`src/rtl/serial_addsub.sv`:
```
// serial_addsub
//   Bit-serial add/subtract unit for the multicycle ALU path. A single
//   full-adder cell is iterated LSB-first over WIDTH cycles. For subtraction
//   the B bit is inverted and the carry is seeded with 1, so the unit
//   computes A + ~B + 1 = A - B.
//
//   Optional feature: define ADDSUB_SLT_EN to add the slt output. slt is the
//   signed A<B flag for subtraction and 0 for addition, updated with done.
//
// Ports
//   clk     in   rising-edge clock
//   rst_n   in   synchronous active-low reset
//   start   in   operation request; operands captured when accepted
//   sub     in   0 = A+B, 1 = A-B; captured with start
//   a, b    in   WIDTH-bit operands
//   busy    out  high while the operation is running
//   done    out  one-cycle pulse when result/co/ovf/zero are valid
//   result  out  sum/difference; held until the next accepted start
//   co      out  carry out of the MSB (for sub: 1 = no borrow)
//   ovf     out  signed overflow
//   zero    out  result == 0
//   slt     out  signed A<B (only with ADDSUB_SLT_EN)

module serial_addsub #(
    parameter int WIDTH = 32
) (
    input  logic             clk,
    input  logic             rst_n,
    input  logic             start,
    input  logic             sub,
    input  logic [WIDTH-1:0] a,
    input  logic [WIDTH-1:0] b,
    output logic             busy,
    output logic             done,
    output logic [WIDTH-1:0] result,
    output logic             co,
    output logic             ovf,
`ifdef ADDSUB_SLT_EN
    output logic             zero,
    output logic             slt
`else
    output logic             zero
`endif
);

    // state | meaning
    // IDLE  | waiting for start; previous result held
    // RUN   | one bit processed per clock, LSB first
    // DONE  | result valid for exactly one cycle; start accepted here too
    typedef enum logic [1:0] {
        IDLE = 2'd0,
        RUN  = 2'd1,
        DONE = 2'd2
    } state_t;

    localparam int CW = (WIDTH > 2) ? $clog2(WIDTH) : 1;
    localparam logic [CW-1:0] LAST   = CW'(WIDTH - 1);
    localparam logic [CW-1:0] PENULT = CW'(WIDTH - 2);

    state_t state_q;
    state_t state_d;

    logic [WIDTH-1:0] a_sh;
    logic [WIDTH-1:0] b_sh;
    logic [CW-1:0]    count;
    logic             sub_q;
    logic             carry;
    logic             c_msb;     // carry into the MSB, kept for the overflow term

    logic             accept;
    logic             bit_a;
    logic             bit_b;
    logic             sum_bit;
    logic             c_next;
    logic [WIDTH-1:0] shifted;

    assign accept = start && (state_q != RUN);

    always_ff @(posedge clk) begin
        if (!rst_n) begin
            state_q <= IDLE;
        end else begin
            state_q <= state_d;
        end
    end

    always_comb begin
        state_d = state_q;
        case (state_q)
            IDLE:    if (start) state_d = RUN;
            RUN:     if (count == LAST) state_d = DONE;
            DONE:    state_d = start ? RUN : IDLE;
            default: state_d = IDLE;
        endcase
    end

    assign busy = (state_q == RUN);
    assign done = (state_q == DONE);

    // Shared full-adder cell
    assign bit_a   = a_sh[0];
    assign bit_b   = b_sh[0] ^ sub_q;
    assign sum_bit = bit_a ^ bit_b ^ carry;
    assign c_next  = (bit_a & bit_b) | (bit_a & carry) | (bit_b & carry);

    // Sum bits enter at the MSB so that after WIDTH shifts bit 0 is at the LSB
    assign shifted = {sum_bit, result[WIDTH-1:1]};

    always_ff @(posedge clk) begin
        if (!rst_n) begin
            a_sh   <= '0;
            b_sh   <= '0;
            count  <= '0;
            sub_q  <= 1'b0;
            carry  <= 1'b0;
            c_msb  <= 1'b0;
            result <= '0;
            co     <= 1'b0;
            ovf    <= 1'b0;
            zero   <= 1'b1;
`ifdef ADDSUB_SLT_EN
            slt    <= 1'b0;
`endif
        end else if (accept) begin
            a_sh   <= a;
            b_sh   <= b;
            sub_q  <= sub;
            carry  <= sub;
            count  <= '0;
            c_msb  <= 1'b0;
            result <= '0;
        end else if (state_q == RUN) begin
            a_sh   <= a_sh >> 1;
            b_sh   <= b_sh >> 1;
            result <= shifted;
            carry  <= c_next;
            count  <= count + 1'b1;
            if (count == PENULT) begin
                c_msb <= c_next;
            end
            if (count == LAST) begin
                co   <= c_next;
                ovf  <= c_msb ^ c_next;
                zero <= (shifted == '0);
`ifdef ADDSUB_SLT_EN
                // sign of the difference corrected by overflow gives signed A<B
                slt  <= sub_q & (sum_bit ^ c_msb ^ c_next);
`endif
            end
        end
    end

endmodule
```
`config.mk`:
```
export PLATFORM = sky130hd
export DESIGN_NAME = serial_addsub
export DESIGN_NICKNAME = d
export VERILOG_FILES = /design/src/rtl/serial_addsub.sv
export SDC_FILE = /design/constraint.sdc
export NUM_CORES = 1
export LEC_CHECK = 0
export ABC_AREA = 1
export BUFFER_PORTS_ARGS = -buffer_cell sky130_fd_sc_hd__buf_2
export CAP_MARGIN = 5
export CORE_ASPECT_RATIO = 2
export CORE_MARGIN = 1
export CORE_UTILIZATION = 46
export CTS_BUF_LIST = sky130_fd_sc_hd__clkbuf_8
export DETAILED_ROUTE_END_ITERATION = 8
export PLACE_DENSITY = 0.65
export RECOVER_POWER = 50
export SYNTH_ARGS = -nofsm -noshare
export SYNTH_HDL_FRONTEND = slang
export SYNTH_SLANG_ARGS = --single-unit
```
`constraint.sdc`:
```
create_clock -name clk -period 2 [get_ports clk]
set_clock_uncertainty 0.15 [all_clocks]
set_input_delay 0 -clock clk [delete_from_list [all_inputs] [get_ports clk]]
set_output_delay 0 -clock clk [all_outputs]
set_load 0.01 [all_outputs]
```
==> qor.yml, run 1 <==
synth_cells: 721
cp-start-kind: "flip-flop"
drt_iter0_drc: 230
worst-path-buf-inv: 3
path_cells: "inv_1, nor2_8, buf_4, buf_2"
port_buffers: 104
synthTopCellsByArea: "dfxtp_1 45%, nand2_1 27%, nand3_1 6.8%"
numCtsBuffers: 9
avgRoutedWirePerCell_um: 11.7
period_share_pct: 92.4
syn_area_um2: 4810
worst_pin_slew_ns: 0.531
start_util_pct: 47.4
cts_setup_buffers: 0
cp-end-kind: "primary output"
area_delta_synth_final_pct: 30.2
hold_viol_final: 0
timing.slew.headroom_pct: 64.6
clk_latency_ns: 0.38
cp.arrival_ns: 1.70
vdd_drop_max_v: 0.000492
maxCapViolCount: 0
grt_max_degree: 54
synth_area_per_cell_um2: 6.67
place_ws_ns: 0.170
htreeDepth: 3
rsz0062_at_grt: "no"
yosysTopAreaCell: "dfxtp_1"
cpMaxStageDelayCell: "buf_4"
gr-total-overflow: 0
vias_per_cell: 4.76
boundaryPins: 105
placementRows: 52
core_area_um2: 10100
die_h_um: 147
slew_violations: 0
n_antenna_cell: 0
synth_warnings: 0
synth_seq_area_share_pct: 45.3
grt_first_pass_wirelength_mm: 19.2
finalSetupTns_ns: 0
fmax_mhz: 541
seqCellArea_um2: 2180
cts-root-buf: "clkbuf_8"
setup_viol_count_final: 0
antenna_found_initial: 0
dieArea_um2: 10900
drive_gt1_share_pct: 12.6
synth_nets: 793
status: "complete, no violations"
grt_pass1_vias: 4554
drtAntennaViolNets: 0
yosys.area.top_type_share_pct: 45.3
path_delay_family: "buffers and inverters"
leakagePower_nw: 3.08
synth_cell_types: 27
synth_seq_cells: 109
cts.clk_slew.worst_paths_ns: 0.10
cp.required_ns: 1.85
nFillCells: 989
drtPass1Iterations: 5
die_w_um: 74.3
cts_max_path_buffers: 2
p_per_area_nw_per_um2: 696
final.min_clock_period_ns: 1.85
crit_path_max_incr_delay_ns: 0.46
critical_path_class: "reg2out"
path_max_fanout: 53
multi_input_comb_area_um2: 2140
hold_path_class: "in2reg"
stdcell_count: 1016
drc: 0
place.gp.congestion: 0.806
place_area_um2: 5430
hpwl_mm: 7.43
wl_mm: 11.9
cts_sinks: 109
num-nets-final: 948
setup_slack_ns: 0.152
grt_use_total_pct: 22.4
holdWs_ns: 0.300
vias: 4832
placedCellCount: 933
fin_area_um2: 6260
cts_tree: "built"
[registers in the layout (all words and copies together), names as in the netlist]
register  flops
result       32
count         5
state_q       2
c_msb         1
sub_q         1
ovf           1
b_sh         32
a_sh         32
co            1
zero          1
carry         1
[layout make-up]
| cell class | count | share of cell area (%) |
|---|---|---|
| Sequential cell | 109 | 34.8 |
| Multi-Input combinational cell | 495 | 34.2 |
| Timing Repair Buffer | 182 | 20.2 |
| Inverter | 79 | 4.75 |
| Tap cell | 135 | 2.70 |
| Clock buffer | 9 | 1.98 |
| Clock inverter | 7 | 1.34 |
[cell usage after synthesis]
master    instances
a21oi_2          10
ha_1              3
a21oi_1          31
nand3b_1          1
nor2_8            1
o21ai_0           3
nand3_1          65
nor2_1           25
o211ai_1          2
nor3_1            3
buf_2            11
buf_4             9
clkinv_2          1
or2_2             3
buf_1             4
inv_1            76
nor2_4            1
nand4_1           1
xor2_1            1
dfxtp_1         109
xnor2_1           1
o21bai_1          1
nand2_1         340
fa_1              1
inv_2             2
nand2_2           2
clkbuf_1         14
[final timing paths]
| kind | cells past startpoint | start | slack (ns) | end |
|---|---|---|---|---|
| max | 4 | state_q[0] | 0.15 | busy |
| min | 6 | b[14] | 0.30 | b_sh[14] |
| max reg2reg | 10 | count[1] | 0.20 | zero |
| min reg2reg | 2 | result[0] | 0.32 | result[0] |
[through the flow]
stage | power, W | utilization, %
after floorplan | 0.00272 | -
after global placement | 0.00287 | 53.5
after detailed placement | 0.00289 | 53.5
after CTS | 0.00441 | 62.2
after global routing | 0.00458 | 61.7
final | 0.00436 | 61.7
[what timing repair did]
item | in CTS | in global routing
gates resized for setup | 0 | 1
endpoints found under the hold margin | 71 | 0
endpoints found under the setup margin | 0 | 1
hold buffers | 67 | 0
[power breakdown]
group          leakage, nW  internal (W)  switching [W]
logic                 2.08      0.000283       0.000349
registers            0.889       0.00226      0.0000467
clock network        0.113      0.000691       0.000727
[worst reg2reg max path, cell delays in order (launching register included)]
cell	delay (ns)
dfxtp_1	0.39
ha_1	0.21
inv_1	0.06
nor3_1	0.13
ha_1	0.17
inv_1	0.06
nor2_2	0.17
inv_1	0.09
nand2_1	0.07
nand2_1	0.04
o21bai_1	0.15
[kinds of logic after synthesis]
group | count (synthesis) | synth area share (%)
flops | 109 | 45.3
xor+xnor | 2 | 0.364
fa+ha+maj | 4 | 1.20
simple gates | 442 | 37.1
buf+inv | 117 | 10.1
compound gates | 47 | 5.82
[routing by layer]
layer | wire, um | share of wire [%] | GRT usage [%] | up-vias
met5 | 0 | 0 | 0 | -
met4 | 405 | 3.4 | 10.7 | 0
met3 | 395 | 3.3 | 4.21 | 33
met2 | 6250 | 53 | 41.4 | 106
met1 | 4800 | 40 | 23.0 | 2201
li1 | - | - | - | 2492
[cell usage in the layout, fill, tap and decap left out, types with 7 or more instances in the layout]
cell type,netlist,layout
nand2_1,340,340
dfxtp_1,109,109
inv_1,76,80
buf_2,11,68
dlygate4sd3_1,0,67
nand3_1,65,65
clkbuf_1,14,36
a21oi_1,31,32
nor2_1,25,24
a21oi_2,10,9
clkbuf_8,0,9
buf_4,9,7
(Power assumes the default switching activity.)
==> run 2, diff against run 1 <==
--- a/config.mk
+++ b/config.mk
@@ -8,12 +8,14 @@
 export ABC_AREA = 1
 export BUFFER_PORTS_ARGS = -buffer_cell sky130_fd_sc_hd__buf_2
 export CAP_MARGIN = 5
+export CELL_PAD_IN_SITES_DETAIL_PLACEMENT = 1
+export CELL_PAD_IN_SITES_GLOBAL_PLACEMENT = 2
 export CORE_ASPECT_RATIO = 2
 export CORE_MARGIN = 1
-export CORE_UTILIZATION = 46
+export CORE_UTILIZATION = 30
 export CTS_BUF_LIST = sky130_fd_sc_hd__clkbuf_8
 export DETAILED_ROUTE_END_ITERATION = 8
-export PLACE_DENSITY = 0.65
+export PLACE_DENSITY = 0.78
 export RECOVER_POWER = 50
 export SYNTH_ARGS = -nofsm -noshare
 export SYNTH_HDL_FRONTEND = slang
==> constraint.sdc (replaced) <==
create_clock -name clk -period 2 [get_ports clk]
set_clock_uncertainty 0.15 [all_clocks]
set_input_delay 0.2 -clock clk [delete_from_list [all_inputs] [get_ports clk]]
set_output_delay 0.2 -clock clk [all_outputs]
set_load 0.01 [all_outputs]
==> run 2 against run 1 <==
Compared with the run above: first-iteration DRC count down 48%; flip-flop and latch count unchanged; critical path depth increased by 5; critical path type is now in2reg; setup slack gained 0.062 ns; non-clock buffer count decreased by 3; combinational power is 1% higher; sequential power about the same; largest cell class unchanged.
==> qor.yml, run 2 (synthesis results as in run 1) <==
critical_path_class: "in2reg"
rsz0062_at_grt: "no"
start_util_pct: 30.7  # -17 points
gr-total-overflow: 0  # unchanged
vdd_drop_max_v: 0.000275  # -44%
timing.rr.end: "ovf"
die_h_um: 181  # +24%
clk_latency_ns: 0.37  # about the same
cp-end-kind: "flip-flop"
p_per_area_nw_per_um2: 681  # -2.1%
min_path_cells: 5  # -1
setup_viol_count_final: 0  # unchanged
antenna_found_initial: 0  # unchanged
grt_first_pass_wirelength_mm: 23.5  # +23%
port_buffers: 104  # unchanged
hpwl_mm: 9.30  # +25%
r2r_slack_ns: 0.22  # +0.02 ns
cts_setup_buffers: 0  # unchanged
area_delta_synth_final_pct: 30.6
vias_per_cell: 4.54  # -4.5%
placementRows: 65  # +25%
place.gp.congestion: 0.703  # -13%
hold_end: "b_sh[12]"
cp-startpoint: "start"
seqCellArea_um2: 2180  # unchanged
drive_gt1_share_pct: 12.9  # +0.27 points
nFillCells: 2062  # +110%
maxCapViolCount: 0  # unchanged
n_antenna_cell: 0  # unchanged
grt_pass1_vias: 5188  # +14%
num-nets-final: 945  # -0.32%
layout_commonest_cell: "nand2_1"
worst-r2r-cell-count: 7  # -3
cts-root-buf: "clkbuf_8"
grt_max_degree: 64  # +19%
drtAntennaViolNets: 0  # unchanged
cp.arrival_ns: 1.95  # +0.25 ns
drtPass1Iterations: 4  # -1
hold_viol_final: 0  # unchanged
die_w_um: 91.6  # +23%
final.min_clock_period_ns: 1.79  # -0.0620 ns
hold_path_class: "in2reg"
period_share_pct: 89.3  # -3.1 points
wl_mm: 13.8  # +16%
holdCritStartpoint: "b[12]"
multi_input_comb_area_um2: 2130  # -0.58%
cp.required_ns: 2.17  # +0.32 ns
numCtsBuffers: 9  # unchanged
grt_use_total_pct: 17.4  # -4.9 points
final_cell_mix: "341 x nand2_1, 109 x dfxtp_1, 76 x inv_1, 68 x buf_2, 65 x nand3_1"
r2r_start: "state_q[1]"
cp-start-kind: "primary input"
cts_max_path_buffers: 2  # unchanged
fmax_mhz: 560  # +3.5%
worst_pin_slew_ns: 0.530  # -0.000969 ns
htreeDepth: 3  # unchanged
drt_iter0_drc: 119  # -48%
slew_violations: 0  # unchanged
vias: 4901  # +1.4%
status: "complete, no violations"
cts.clk_slew.worst_paths_ns: 0.11  # about the same
dieArea_um2: 16600  # +52%
largest_registers: "a_sh (32), b_sh (32), result (32)"
core_area_um2: 15700  # +55%
placedCellCount: 1001  # +7.3%
drc: 0  # unchanged
timing.slew.headroom_pct: 64.6  # +0.065 points
finalSetupTns_ns: 0  # unchanged
leakagePower_nw: 3.06  # -0.74%
boundaryPins: 105  # unchanged
cts_tree: "built"
path_max_fanout: 47  # -11%
stdcell_count: 1079  # +6.2%
cts_sinks: 109  # unchanged
avgRoutedWirePerCell_um: 12.8  # +9.3%
[run 2: per-stage QoR]
step                hold WS [ns]  util, %  instance area [um^2]  setup slack (ns)  power, W
floorplan                  0.198        -                  4810             0.369   0.00272
global route              0.0101     40.0                  6280            0.0431   0.00452
detailed placement         0.309     35.3                  5540             0.210   0.00293
global placement           0.305     35.3                  5540             0.326   0.00290
finish                   0.00338     40.0                  6280             0.214   0.00428
CTS                      0.00641     40.5                  6350             0.173   0.00438
[run 2: worst max-delay path, cell delays in order]
cell	delay, ns
dlygate4sd3_1	0.53
clkbuf_1	0.13
inv_1	0.10
nor2_4	0.14
clkbuf_4	0.48
nand2_1	0.14
o211ai_1	0.11
nand2_1	0.06
inv_1	0.06
[run 2: repair_timing]
item,4_1_cts,5_1_grt
hold buffers,62,0
gates resized for setup,0,0
endpoints found under the hold margin,65,0
[run 2: how the worst max path moves through the flow]
stage	endpoint	cells past startpoint
floorplan	zero	10
global placement	ovf	7
detailed placement	ovf	7
CTS	busy	4
global route	b_sh[11]	9
finish	carry	9
[run 2: cell type report]
class	count	area share, %
Timing Repair Buffer	179	19.6
Tap cell	201	4.00
Clock buffer	11	2.41
Clock inverter	5	0.637
Multi-Input combinational cell	495	33.9
Inverter	79	4.74
Sequential cell	109	34.7
[run 2: where the power goes]
part           switching, W  leakage (nW)  internal (W)
Sequential        0.0000480         0.889       0.00226
Clock              0.000793         0.101      0.000537
Combinational      0.000361          2.07      0.000278
Total               0.00120          3.06       0.00308
[run 2: routing by layer]
layer	up-vias	share of wire [%]	track usage [%]
li1	2486	-	-
met1	2332	40	18.1
met2	70	56	34.9
met3	13	2.5	2.69
met4	0	1.4	5.02
met5	-	0	0
==> run 3, diff against run 2 <==
--- a/config.mk
+++ b/config.mk
@@ -5,17 +5,16 @@
 export SDC_FILE = /design/constraint.sdc
 export NUM_CORES = 1
 export LEC_CHECK = 0
-export ABC_AREA = 1
 export BUFFER_PORTS_ARGS = -buffer_cell sky130_fd_sc_hd__buf_2
 export CAP_MARGIN = 5
 export CELL_PAD_IN_SITES_DETAIL_PLACEMENT = 1
 export CELL_PAD_IN_SITES_GLOBAL_PLACEMENT = 2
 export CORE_ASPECT_RATIO = 2
 export CORE_MARGIN = 1
-export CORE_UTILIZATION = 30
+export CORE_UTILIZATION = 33
 export CTS_BUF_LIST = sky130_fd_sc_hd__clkbuf_8
 export DETAILED_ROUTE_END_ITERATION = 8
-export PLACE_DENSITY = 0.78
+export PLACE_DENSITY = 0.77
 export RECOVER_POWER = 50
 export SYNTH_ARGS = -nofsm -noshare
 export SYNTH_HDL_FRONTEND = slang
==> run 3 against run 2 <==
Compared with the run above: die area fell by 13%; cell area fell by 14%; flip-flop and latch count unchanged; worst hold slack improved by 0.017 ns; combinational power shrank 8.3%; core utilization barely moved; critical path depth is 5 lower; first-iteration DRC count decreased by 4.2%; sequential power rose by 3%; wire length shrank 14%; critical path type is now reg2reg; largest cell class unchanged; largest power group unchanged; highest routed layer unchanged.
==> qor.yml, run 3 <==
avgRoutedWirePerCell_um: 15.8  # +23%
die_h_um: 168  # -7.0%
ys_async_sr_fraction_pct: 0  # unchanged
synth_cells: 498  # -31%
drtPass1Iterations: 4  # unchanged
min_path_cells: 3  # -2
nFillCells: 1637  # -21%
setup_viol_count_final: 0  # unchanged
synthMostInstantiatedCell: "dfxtp_1"
dieArea_um2: 14300  # -13%
die_w_um: 85.2  # -6.9%
drc: 0  # unchanged
cts-root-buf: "clkbuf_8"
synth_nets: 570  # -28%
synth_seq_cells: 109  # unchanged
wl_mm: 11.8  # -14%
rsz0062_at_grt: "no"
start_util_pct: 33.8  # +3.2 points
slew_violations: 0  # unchanged
status: "complete, no violations"
cts_setup_buffers: 0  # unchanged
finalSetupTns_ns: 0  # unchanged
numCtsBuffers: 9  # unchanged
yosysTopAreaCell: "dfxtp_1"
synth_warnings: 0  # unchanged
final.min_clock_period_ns: 1.87  # +0.0885 ns
synth_cell_types: 35  # +30%
setup_slack_ns: 0.126  # -0.0885 ns
timing.slew.headroom_pct: 54.3  # -10 points
leakagePower_nw: 2.24  # -27%
boundaryPins: 105  # unchanged
grt_pass1_vias: 3957  # -24%
largest_registers: "a_sh (32), b_sh (32), result (32)"
critical_path_class: "reg2reg"
syn_area_um2: 4570  # -5.0%
synth_edf_count: 0  # unchanged
cp-start-kind: "flip-flop"
place_area_um2: 5210  # -6.1%
place_ws_ns: 0.0635  # -0.146 ns
cts_sinks: 109  # unchanged
port_buffers: 104  # unchanged
antenna_found_initial: 0  # unchanged
synthFlopType: "dfxtp_1"
cp-end-kind: "flip-flop"
maxCapViolCount: 0  # unchanged
cp.required_ns: 2.15  # -0.02 ns
p_per_area_nw_per_um2: 804  # +18%
core_area_um2: 13500  # -14%
grt_max_degree: 63  # -1.6%
cts.clk_slew.worst_paths_ns: 0.11  # about the same
cts_max_path_buffers: 2  # unchanged
num-nets-final: 664  # -30%
worst_pin_slew_ns: 0.686  # +0.155 ns
finalPower_w: 0.00435  # +1.8%
drt_iter0_drc: 114  # -4.2%
gr-total-overflow: 0  # unchanged
clk_latency_ns: 0.37  # about the same
synthTopCellsByArea: "dfxtp_1 48%, mux2i_1 14%, a211oi_1 11%"
n_antenna_cell: 0  # unchanged
layout_commonest_cell: "dfxtp_1"
vdd_drop_max_v: 0.000359  # +31%
place.gp.congestion: 0.732  # +4.1%
period_share_pct: 93.7  # +4.4 points
worst-r2r-cell-count: 4  # -3
hold_path_class: "in2reg"
hpwl_mm: 8.30  # -11%
fin_area_um2: 5410  # -14%
grt_first_pass_wirelength_mm: 19.3  # -18%
htreeDepth: 3  # unchanged
crit_path_max_incr_delay_ns: 0.47  # -0.06 ns
vias: 3860  # -21%
cp.arrival_ns: 2.02  # +0.07 ns
placementRows: 60  # -7.7%
cpMaxStageDelayCell: "or3_1"
ys_top_cells_by_count: "109 x dfxtp_1, 71 x nand2_1, 67 x nor2_1"
path_cells: "nand2b_4, clkbuf_4, or3_1, a21oi_1"
synth_seq_area_share_pct: 47.8  # +2.4 points
synth_area_per_cell_um2: 9.18  # +37%
path_max_fanout: 62  # +32%
fmax_mhz: 534  # -4.7%
hold_viol_final: 0  # unchanged
cts_tree: "built"
drtAntennaViolNets: 0  # unchanged
drive_gt1_share_pct: 16.6  # +3.7 points
yosys.area.top_type_share_pct: 47.8  # +2.4 points
vias_per_cell: 5.13  # +13%
area_delta_synth_final_pct: 18.5
final_cell_mix: "109 x dfxtp_1, 71 x nand2_1, 68 x buf_2, 67 x nor2_1, 64 x a211oi_1"
grt_use_total_pct: 17.0  # -0.45 points
[run 3: cell types whose count changed after synthesis, moves of 6 or more]
cell / previous run / this run
a21oi_2: 10 / 0
mux2i_1: 0 / 63
nor4_1: 0 / 7
a21oi_1: 31 / 38
nand2_1: 340 / 71
buf_2: 11 / 22
nor2_1: 25 / 67
inv_1: 76 / 5
a211oi_1: 0 / 64
nand3_1: 65 / 3
clkbuf_1: 14 / 8
[run 3: what timing repair did]
action | CTS | global route
hold endpoints to repair | 7 | 1
hold buffers | 6 | 1
resized for setup | 0 | 1
endpoints found under the setup margin | 0 | 1
[run 3: per-layer routing]
layer,track usage [%],part of all wire [%],vias to the layer above
met5,0,0,-
met4,5.53,1.5,0
met3,3.24,2.9,10
met2,32.3,55,62
met1,18.4,40,1852
li1,-,-,1936
[run 3: critical path, delay by kind of cell (launching register included)]
| kind | cells | cell delay [ns] |
|---|---|---|
| compound gates | 1 | 0.12 |
| flops | 1 | 0.46 |
| buf+inv | 1 | 0.45 |
| simple gates | 2 | 0.62 |
[run 3: path summary, 6_finish.rpt]
kind	slack [ns]	endpoint	startpoint
max	0.13	c_msb	state_q[0]
min	0.02	b_sh[10]	b[10]
max reg2reg	0.13	c_msb	state_q[0]
min reg2reg	0.31	result[0]	result[0]
[run 3: cells by family after synthesis]
| kind of cell | after synthesis | synth area share, % |
|---|---|---|
| adder cells (fa/ha/maj) | 4 | 1.26 |
| AND/OR/NAND/NOR | 160 | 14.4 |
| XOR/XNOR | 3 | 0.575 |
| flip-flops | 109 | 47.8 |
| multiplexers | 63 | 13.8 |
| buffers and inverters | 47 | 5.94 |
| AO/OA/AOI/OAI | 112 | 16.2 |
[run 3: stage by stage]
step	std cells	utilization, %	hold slack, ns
6_report	752	40.1	0.0201
5_1_grt	752	40.1	0.00618
4_1_cts	751	40.5	0.000241
3_5_place_dp	729	38.5	0.296
3_3_place_gp	729	38.5	0.290
2_1_floorplan	498	-	0.141
[run 3: final cells by class]
| class | instances | area, um^2 | share of cell area (%) |
|---|---|---|---|
| repair buffers | 124 | 688 | 12.7 |
| clock inverters | 6 | 68.8 | 1.27 |
| inverters | 6 | 22.5 | 0.416 |
| flip-flops and latches | 109 | 2180 | 40.3 |
| multi-input cells | 342 | 2120 | 39.2 |
| clock buffers | 10 | 138 | 2.54 |
| well taps | 155 | 194 | 3.58 |
[run 3: power by group]
group          total, W  internal [W]  switching (W)
sequential      0.00237       0.00230      0.0000709
combinational  0.000586      0.000259       0.000326
clock           0.00139      0.000626       0.000768
total           0.00435       0.00319        0.00117
